$ cat src/rtl/hpf_select_multi.sv
// Shared Alex HPF selector: picks the band for the lowest enabled RX frequency (or TX during PTT),
// with hysteresis, a settle timer against relay chatter, a PTT fast path and a manual override.
module hpf_select_multi #(
  parameter int          NUM_CH        = 2,
  parameter int          FREQ_W        = 32,
  parameter int unsigned EDGE0         = 1800000,
  parameter int unsigned EDGE1         = 6500000,
  parameter int unsigned EDGE2         = 9500000,
  parameter int unsigned EDGE3         = 13000000,
  parameter int unsigned EDGE4         = 20000000,
  parameter int unsigned HYST          = 10000,
  parameter int unsigned SETTLE_CYCLES = 1024
) (
  input  logic                     clock,
  input  logic                     reset,
  input  logic [NUM_CH*FREQ_W-1:0] rx_freq,
  input  logic [NUM_CH-1:0]        rx_enable,
  input  logic [FREQ_W-1:0]        tx_freq,
  input  logic                     ptt,
  input  logic                     manual_en,
  input  logic [5:0]               manual_hpf,
  output logic [5:0]               HPF,
  output logic [2:0]               band,
  output logic                     hpf_update,
  output logic                     settling
);

  localparam int FW1   = FREQ_W + 1;
  localparam int CNT_W = (SETTLE_CYCLES > 1) ? $clog2(SETTLE_CYCLES) : 1;
  localparam logic [CNT_W-1:0] CNT_LAST =
    CNT_W'((SETTLE_CYCLES > 0) ? SETTLE_CYCLES - 1 : 0);

  function automatic logic [FW1-1:0] edge_at(input logic [2:0] k);
    case (k)
      3'd0:    return FW1'(EDGE0);
      3'd1:    return FW1'(EDGE1);
      3'd2:    return FW1'(EDGE2);
      3'd3:    return FW1'(EDGE3);
      default: return FW1'(EDGE4);
    endcase
  endfunction

  function automatic logic [5:0] hpf_of(input logic [2:0] b);
    case (b)
      3'd0:    return 6'b100000;
      3'd1:    return 6'b010000;
      3'd2:    return 6'b001000;
      3'd3:    return 6'b000100;
      3'd4:    return 6'b000001;
      3'd5:    return 6'b000010;
      default: return 6'b100000;
    endcase
  endfunction

  logic [FREQ_W-1:0] f_eff_q, f_eff_d;
  logic              valid1_q, valid1_d;
  logic              ptt1_q, ptt1_d;
  logic [2:0]        cand2_q, cand2_d;
  logic              valid2_q, valid2_d;
  logic              ptt2_q, ptt2_d;
  logic              ptt2_prev_q, ptt2_prev_d;
  logic [2:0]        band_q, band_d;
  logic [5:0]        hpf_q, hpf_d;
  logic              hpf_update_q, hpf_update_d;
  logic              settling_q, settling_d;
  logic [2:0]        pending_q, pending_d;
  logic [CNT_W-1:0]  cnt_q, cnt_d;
  logic              force_q, force_d;

  logic [FREQ_W-1:0] f_min;
  logic [FW1-1:0]    f_ext, lower;
  logic [2:0]        raw;
  logic              in_window;
  logic              commit;
  logic [2:0]        commit_band;

  // Stage 1: effective frequency
  always_comb begin
    f_min = '1;
    for (int n = 0; n < NUM_CH; n++) begin
      if (rx_enable[n] && (rx_freq[n*FREQ_W +: FREQ_W] < f_min)) begin
        f_min = rx_freq[n*FREQ_W +: FREQ_W];
      end
    end
    f_eff_d  = ptt ? tx_freq : f_min;
    valid1_d = ptt | (|rx_enable);
    ptt1_d   = ptt;
  end

  // Stage 2: raw band plus hysteresis around the committed band
  always_comb begin
    f_ext = {1'b0, f_eff_q};
    raw   = 3'd0;
    for (int k = 0; k < 5; k++) begin
      if (f_ext >= edge_at(3'(k))) raw = raw + 3'd1;
    end
    lower     = (band_q == 3'd0) ? '0 : edge_at(band_q - 3'd1) - FW1'(HYST);
    in_window = (f_ext >= lower) &&
                ((band_q >= 3'd5) || (f_ext < edge_at(band_q) + FW1'(HYST)));
    cand2_d   = in_window ? band_q : raw;
    valid2_d  = valid1_q;
    ptt2_d    = ptt1_q;
  end

  // Commit logic
  always_comb begin
    band_d      = band_q;
    hpf_d       = hpf_q;
    settling_d  = settling_q;
    pending_d   = pending_q;
    cnt_d       = cnt_q;
    force_d     = force_q;
    ptt2_prev_d = ptt2_q;
    commit      = 1'b0;
    commit_band = cand2_q;

    if (manual_en) begin
      hpf_d      = manual_hpf;
      cnt_d      = '0;
      settling_d = 1'b0;
      force_d    = 1'b1;
    end else if (!valid2_q) begin
      cnt_d = '0;
    end else if (force_q || ptt2_q || (ptt2_q != ptt2_prev_q)) begin
      commit     = 1'b1;
      force_d    = 1'b0;
      cnt_d      = '0;
      settling_d = 1'b0;
    end else if (cand2_q == band_q) begin
      cnt_d      = '0;
      settling_d = 1'b0;
    end else if ((cand2_q != pending_q) || !settling_q) begin
      cnt_d = '0;
      if (SETTLE_CYCLES == 0) begin
        commit     = 1'b1;
        settling_d = 1'b0;
      end else begin
        pending_d  = cand2_q;
        settling_d = 1'b1;
      end
    end else if (cnt_q == CNT_LAST) begin
      commit      = 1'b1;
      commit_band = pending_q;
      cnt_d       = '0;
      settling_d  = 1'b0;
    end else begin
      cnt_d = cnt_q + 1'b1;
    end

    if (commit) begin
      band_d = commit_band;
      hpf_d  = hpf_of(commit_band);
    end
    hpf_update_d = (hpf_d != hpf_q);
  end

  always_ff @(posedge clock) begin
    if (reset) begin
      f_eff_q      <= '0;
      valid1_q     <= 1'b0;
      ptt1_q       <= 1'b0;
      cand2_q      <= 3'd0;
      valid2_q     <= 1'b0;
      ptt2_q       <= 1'b0;
      ptt2_prev_q  <= 1'b0;
      band_q       <= 3'd0;
      hpf_q        <= 6'b100000;
      hpf_update_q <= 1'b0;
      settling_q   <= 1'b0;
      pending_q    <= 3'd0;
      cnt_q        <= '0;
      force_q      <= 1'b0;
    end else begin
      f_eff_q      <= f_eff_d;
      valid1_q     <= valid1_d;
      ptt1_q       <= ptt1_d;
      cand2_q      <= cand2_d;
      valid2_q     <= valid2_d;
      ptt2_q       <= ptt2_d;
      ptt2_prev_q  <= ptt2_prev_d;
      band_q       <= band_d;
      hpf_q        <= hpf_d;
      hpf_update_q <= hpf_update_d;
      settling_q   <= settling_d;
      pending_q    <= pending_d;
      cnt_q        <= cnt_d;
      force_q      <= force_d;
    end
  end

  assign HPF        = hpf_q;
  assign band       = band_q;
  assign hpf_update = hpf_update_q;
  assign settling   = settling_q;

endmodule

$ cat config.mk
export PLATFORM = sky130hd
export DESIGN_NAME = hpf_select_multi
export DESIGN_NICKNAME = d
export VERILOG_FILES = /design/src/rtl/hpf_select_multi.sv
export SDC_FILE = /design/constraint.sdc
export NUM_CORES = 1
export LEC_CHECK = 0
export BUFFER_PORTS_ARGS = -buffer_cell sky130_fd_sc_hd__buf_2
export CAP_MARGIN = 20
export CORE_MARGIN = 10
export CORE_UTILIZATION = 55
export CTS_BUF_LIST = sky130_fd_sc_hd__clkbuf_16
export DETAILED_ROUTE_END_ITERATION = 10
export GPL_ROUTABILITY_DRIVEN = 0
export GPL_TIMING_DRIVEN = 0
export PLACE_DENSITY_LB_ADDON = 0.12
export SLEW_MARGIN = 15
export SYNTH_ARGS = -nofsm -noshare
export SYNTH_HDL_FRONTEND = slang
export SYNTH_SLANG_ARGS = --single-unit
$ cat constraint.sdc
create_clock -name clock -period 8.55 [get_ports clock]
set_input_delay 0.4275 -clock clock [delete_from_list [all_inputs] [get_ports clock]]
set_output_delay 0.4275 -clock clock [all_outputs]
set_load 0.05 [all_outputs]
# [Word level (Yosys, flattened, before mapping)]
# Cells that the tools add are included.
[classes] add_sub_neg=8 magnitude_cmp=10 eq_ne=16 n_mux=34 bitwise_logic=5 n_reduce_logical=19
[op_table] cell="$pmux 25 s4" count=2
[op_table] cell="$mux 32" count=3
[op_table] cell="$ge 32x24->1 const B" count=2
[op_table] cell="$add 33x14->33 const B" count=1
[op_table] cell="$ge 32x33->1" count=1
[op_table] cell="$lt 32x33->1" count=1
[op_table] cell="$mux 3" count=11
[op_table] cell="$mux 33" count=1
[op_table] cell="$sub 33x14->33 const B" count=1
[op_table] cell="$ge 32x21->1 const B" count=1
[op_table] cell="$ge 32x23->1 const B" count=1
[op_table] cell="$ge 32x25->1 const B" count=1
[op_table] cell="$lt 32x32->1" count=1
[op_table] cell="$lt 32x32->1 const B" count=1
[op_table] cell="$pmux 6 s5" count=1
[op_table] cell="$eq 3x2->1 const B" count=6
[op_table] cell="$mux 1" count=14
[op_table] cell="$add 3x1->3 const B" count=4
[op_table] cell="$mux 6" count=2
[op_table] cell="$add 10x1->10 const B" count=1
[op_table] cell="$eq 10x10->1 const B" count=1
[op_table] cell="$eq 3x1->1 const B" count=3
[op_table] cell="$reduce_or 7->1" count=1
[op_table] cell="$eq 3x3->1 const B" count=2
[op_table] cell="17 further kinds" count=29
[totals] reg_bits=65 inputBits=108 output_inout_bits=11 elab_cells=106

# [Logic depth before layout (Yosys ltp)]
[depth] word_depth=11 mapped_depth=19 mapped_depth_nobuf=19

# [Worst setup path before layout]
# OpenSTA, ideal clock, no wires.
[synth_timing] path_kind="in2reg" start="input port rx_freq[9]" end="register f_eff_q[1]" setup_ps=138 t_arrival_ps=3934 t_required_ps=8412 setup_slack_ps=4478 cell_stages=15 path_buffers=3 cell_sequence="nand4_1 or4_1 o21ai_1 clkbuf_1 clkbuf_1 nor2_1 ha_1 a21o_1 a21o_1 a21oi_1 nor3_1 nor4_1 o21a_1 buf_1 o221ai_1"
[synth_between] elab_chain_cells=7
[synth_rtl] item="from (decl)" line="16" source="input logic [NUM_CH*FREQ_W-1:0] rx_freq,"
[synth_rtl] item="$lt 32x32->1" line="81" source="if (rx_enable[n] && (rx_freq[n*FREQ_W +: FREQ_W] < f_min)) begin"
[synth_rtl] item="$logic_and 1x1->1" line="81"
[synth_rtl] item="$mux 32 *" line="81"
[synth_rtl] item="$lt 32x32->1" line="81"
[synth_rtl] item="$logic_and 1x1->1" line="81"
[synth_rtl] item="$mux 32 *" line="81"
[synth_rtl] item="$mux 32 *" line="85" source="f_eff_d = ptt ? tx_freq : f_min;"
[synth_rtl] item="to (signal assigned)" line="159" source="f_eff_q <= '0;"
[synth_rtl] item="to (signal assigned)" line="174" source="f_eff_q <= f_eff_d;"
[synth_rtl] item="to (decl)" line="55" source="logic [FREQ_W-1:0] f_eff_q, f_eff_d;"
# Mark *: on every way between the ends. The rest lies on a longest branch, timed or not.
# A chain may end at the register's enable or synchronous reset.

# [Worst setup path after layout]
[layout_timing] start="input port rx_freq[29]" end="register f_eff_q[1]"
# The elaborated chain is that of the path after synthesis.

==> impl_metrics.env <==
export IMPL_powerDensity_mw_per_mm2=152
export IMPL_die_x_um=125
export IMPL_crit_path_start_kind="input port"
export IMPL_worstSkewPairLatency_ns=0.34
export IMPL_fin_skew_ns=0.00565
export IMPL_worstPathCellList="buf_2, nand4_1, or4_1, o21ai_1, clkbuf_1, clkbuf_1, nor2_1, ha_1, a21o_1, a21o_1, a21oi_1, nor3_1, nor4_1, o21a_1, buf_1, o221ai_1"
export IMPL_grt_pass1_vias=6835
export IMPL_synth_edf_count=0
export IMPL_dp_cells=1048
export IMPL_drive_gt1_share_pct=15.9
export IMPL_portBuffers=116
export IMPL_layout_common_cells="116 x buf_2, 83 x ha_1, 78 x nor2_1"
export IMPL_routed_via_density=6.34
export IMPL_yosysWarnings=0
export IMPL_finalMaxSlewViolations=0
export IMPL_track_usage_pct=24.1
export IMPL_holdCritPathClass="in2reg"
export IMPL_drc=0
export IMPL_gr_total_overflow=0
export IMPL_ys_ff_latch=65
export IMPL_wl_per_cell_um=18.5
export IMPL_postCtsSetupRepairBufs=0
export IMPL_status="completed"
export IMPL_synthToLayoutAreaGrowth_pct=17.9
export IMPL_regArea_mm2=0.00130
export IMPL_core_mm2=0.0108
export IMPL_postRouteAntennaNets=0
export IMPL_multi_input_area_mm2=0.00452
export IMPL_pre_cts_ws_ns=3.18
export IMPL_synth_seq_area_share_pct=21.3
export IMPL_cts_sinks=65
export IMPL_worstPathArrival_ns=5.33
export IMPL_rows=38
export IMPL_synthCells=790
export IMPL_dp_hpwl_um=16000
export IMPL_ir_worst_vdd_mv=0.137
export IMPL_layout_min_cycle_time_ns=5.15
export IMPL_dieArea_mm2=0.0157
export IMPL_finalCritPeriodShare_pct=60.2
export IMPL_tightest_slew_ns=1.08
export IMPL_final_net_count=1110
export IMPL_final_cells=1064
export IMPL_hold_buffers=0
export IMPL_grt_pass1_wl_um=32400
export IMPL_ys_types=61
export IMPL_grt_max_degree=14
export IMPL_cts_resized=0
export IMPL_clock_root_buffer="clkbuf_16"
export IMPL_antenna_found_initial=0
export IMPL_finish_instance_area_mm2=0.00718
export IMPL_hold_viol=0
export IMPL_postSynthAreaPerCell_um2=7.72
export IMPL_cts_tree="yes"
export IMPL_wirelength_um=19700
export IMPL_worst_path_max_delay_cell="nor4_1"
export IMPL_n_fill_cell=953
export IMPL_setup_tns_ns=0
export IMPL_max_stage_delay_ns=0.90
export IMPL_diodes=0
export IMPL_hold_slack_ns=0.353
export IMPL_start_util_pct=56.2
export IMPL_p_total_mw=1.09
export IMPL_setup_viol=0
export IMPL_vias=6745
export IMPL_fmax_mhz=194
export IMPL_ys_flop_type="dfxtp_1"
export IMPL_ys_async_sr_fraction_pct=0
export IMPL_clk_path_buf_depth=2
export IMPL_die_y_um=125
export IMPL_firstDrtPassIters=5
export IMPL_final_common_cell="buf_2"
export IMPL_fin_ws_ns=3.40
export IMPL_numCtsBuffers=9
export IMPL_drv_cap=0
export IMPL_p_leak_nw=3.06
export IMPL_cp_required_ns=8.73
export IMPL_htree_levels=3
export IMPL_syn_cell_area_mm2=0.00610
export IMPL_rsz0062_at_grt="false"
export IMPL_post_route_util_pct=66.3
export IMPL_critPathMaxFanout=10
export IMPL_crit_type="in2reg"
export IMPL_first_iter_violations=584
export IMPL_crit_path_end_kind="flip-flop"
export IMPL_relSlewSlack_pct=27.2
export IMPL_path_clk_slew_ns=0.06
export IMPL_num_io_pins=119
export IMPL_dpl_cell_area_mm2=0.00686
==> layout make-up <==
| cell class | instances | area share [%] |
|---|---|---|
| clock buffer | 9 | 3.13 |
| buffer | 48 | 2.51 |
| tap | 140 | 2.44 |
| clock inverter | 7 | 1.39 |
| inverter | 27 | 1.41 |
| sequential | 65 | 18.1 |
| timing repair buffer | 116 | 8.08 |
| multi-input combinational | 652 | 62.9 |
==> state kept, by name, summed over array words and instances (netlist names) <==
signal,cells
HPF,6
band,3
cand2_q,3
cnt_q,10
f_eff_q,32
force_q,1
hpf_update,1
pending_q,3
ptt1_q,1
ptt2_prev_d,1
ptt2_prev_q,1
settling,1
valid1_q,1
valid2_q,1
==> critical path: cells and delay by family <==
| kind | cells | cell delay, ns |
|---|---|---|
| AND/OR/NAND/NOR | 5 | 1.77 |
| AO/OA/AOI/OAI | 6 | 1.58 |
| buffers and inverters | 4 | 1.24 |
| adder cells (fa/ha/maj) | 1 | 0.30 |
==> synth_stat cells, drive strengths merged (11+ instances only) <==
master / number / area (um2)
a211oi: 11 / 87.6
a21o: 16 / 120
a21oi: 37 / 185
clkbuf: 45 / 169
dfxtp: 65 / 1300
ha: 83 / 1040
inv: 27 / 101
nand2: 68 / 255
nand3: 14 / 70.1
nand4: 25 / 156
nor2: 78 / 293
nor2b: 12 / 75.1
nor3: 19 / 95.1
nor3b: 33 / 248
o211ai: 37 / 283
o21ai: 62 / 310
o221ai: 32 / 280
xnor2: 16 / 140
==> cell families after synthesis <==
group | synth area share, %
AO/OA/AOI/OAI | 26.0
XOR/XNOR | 3.74
adder cells (fa/ha/maj) | 17.0
buffers and inverters | 4.62
flip-flops | 21.3
multiplexers | 2.22
other | 0.0615
AND/OR/NAND/NOR | 24.9
==> worst paths after layout <==
check                                    from          end  slack (ns)  cells after the start
worst max-delay path              rx_freq[29]   f_eff_q[1]        3.40                     16
worst min-delay path            manual_hpf[0]       HPF[0]        0.35                      3
worst max register to register        band[2]   cand2_q[1]        4.25                     14
worst min register to register         ptt1_q  ptt2_prev_d        0.44                      1
==> layer usage <==
| metal | up-vias | wire (um) | track usage (%) |
|---|---|---|---|
| met5 | - | 0 | 0 |
| met4 | 0 | 593 | 10.6 |
| met3 | 49 | 1430 | 5.75 |
| met2 | 320 | 9300 | 40.5 |
| met1 | 3137 | 8370 | 28.5 |
| li1 | 3239 | - | - |
==> power breakdown <==
part           leakage, nW  switching [mW]  internal (mW)
combinational         2.36           0.193          0.135
sequential           0.537          0.0350          0.327
clock                0.160           0.145          0.257
total                 3.06           0.373          0.720
No activity file was read; power rests on OpenSTA's default activity.
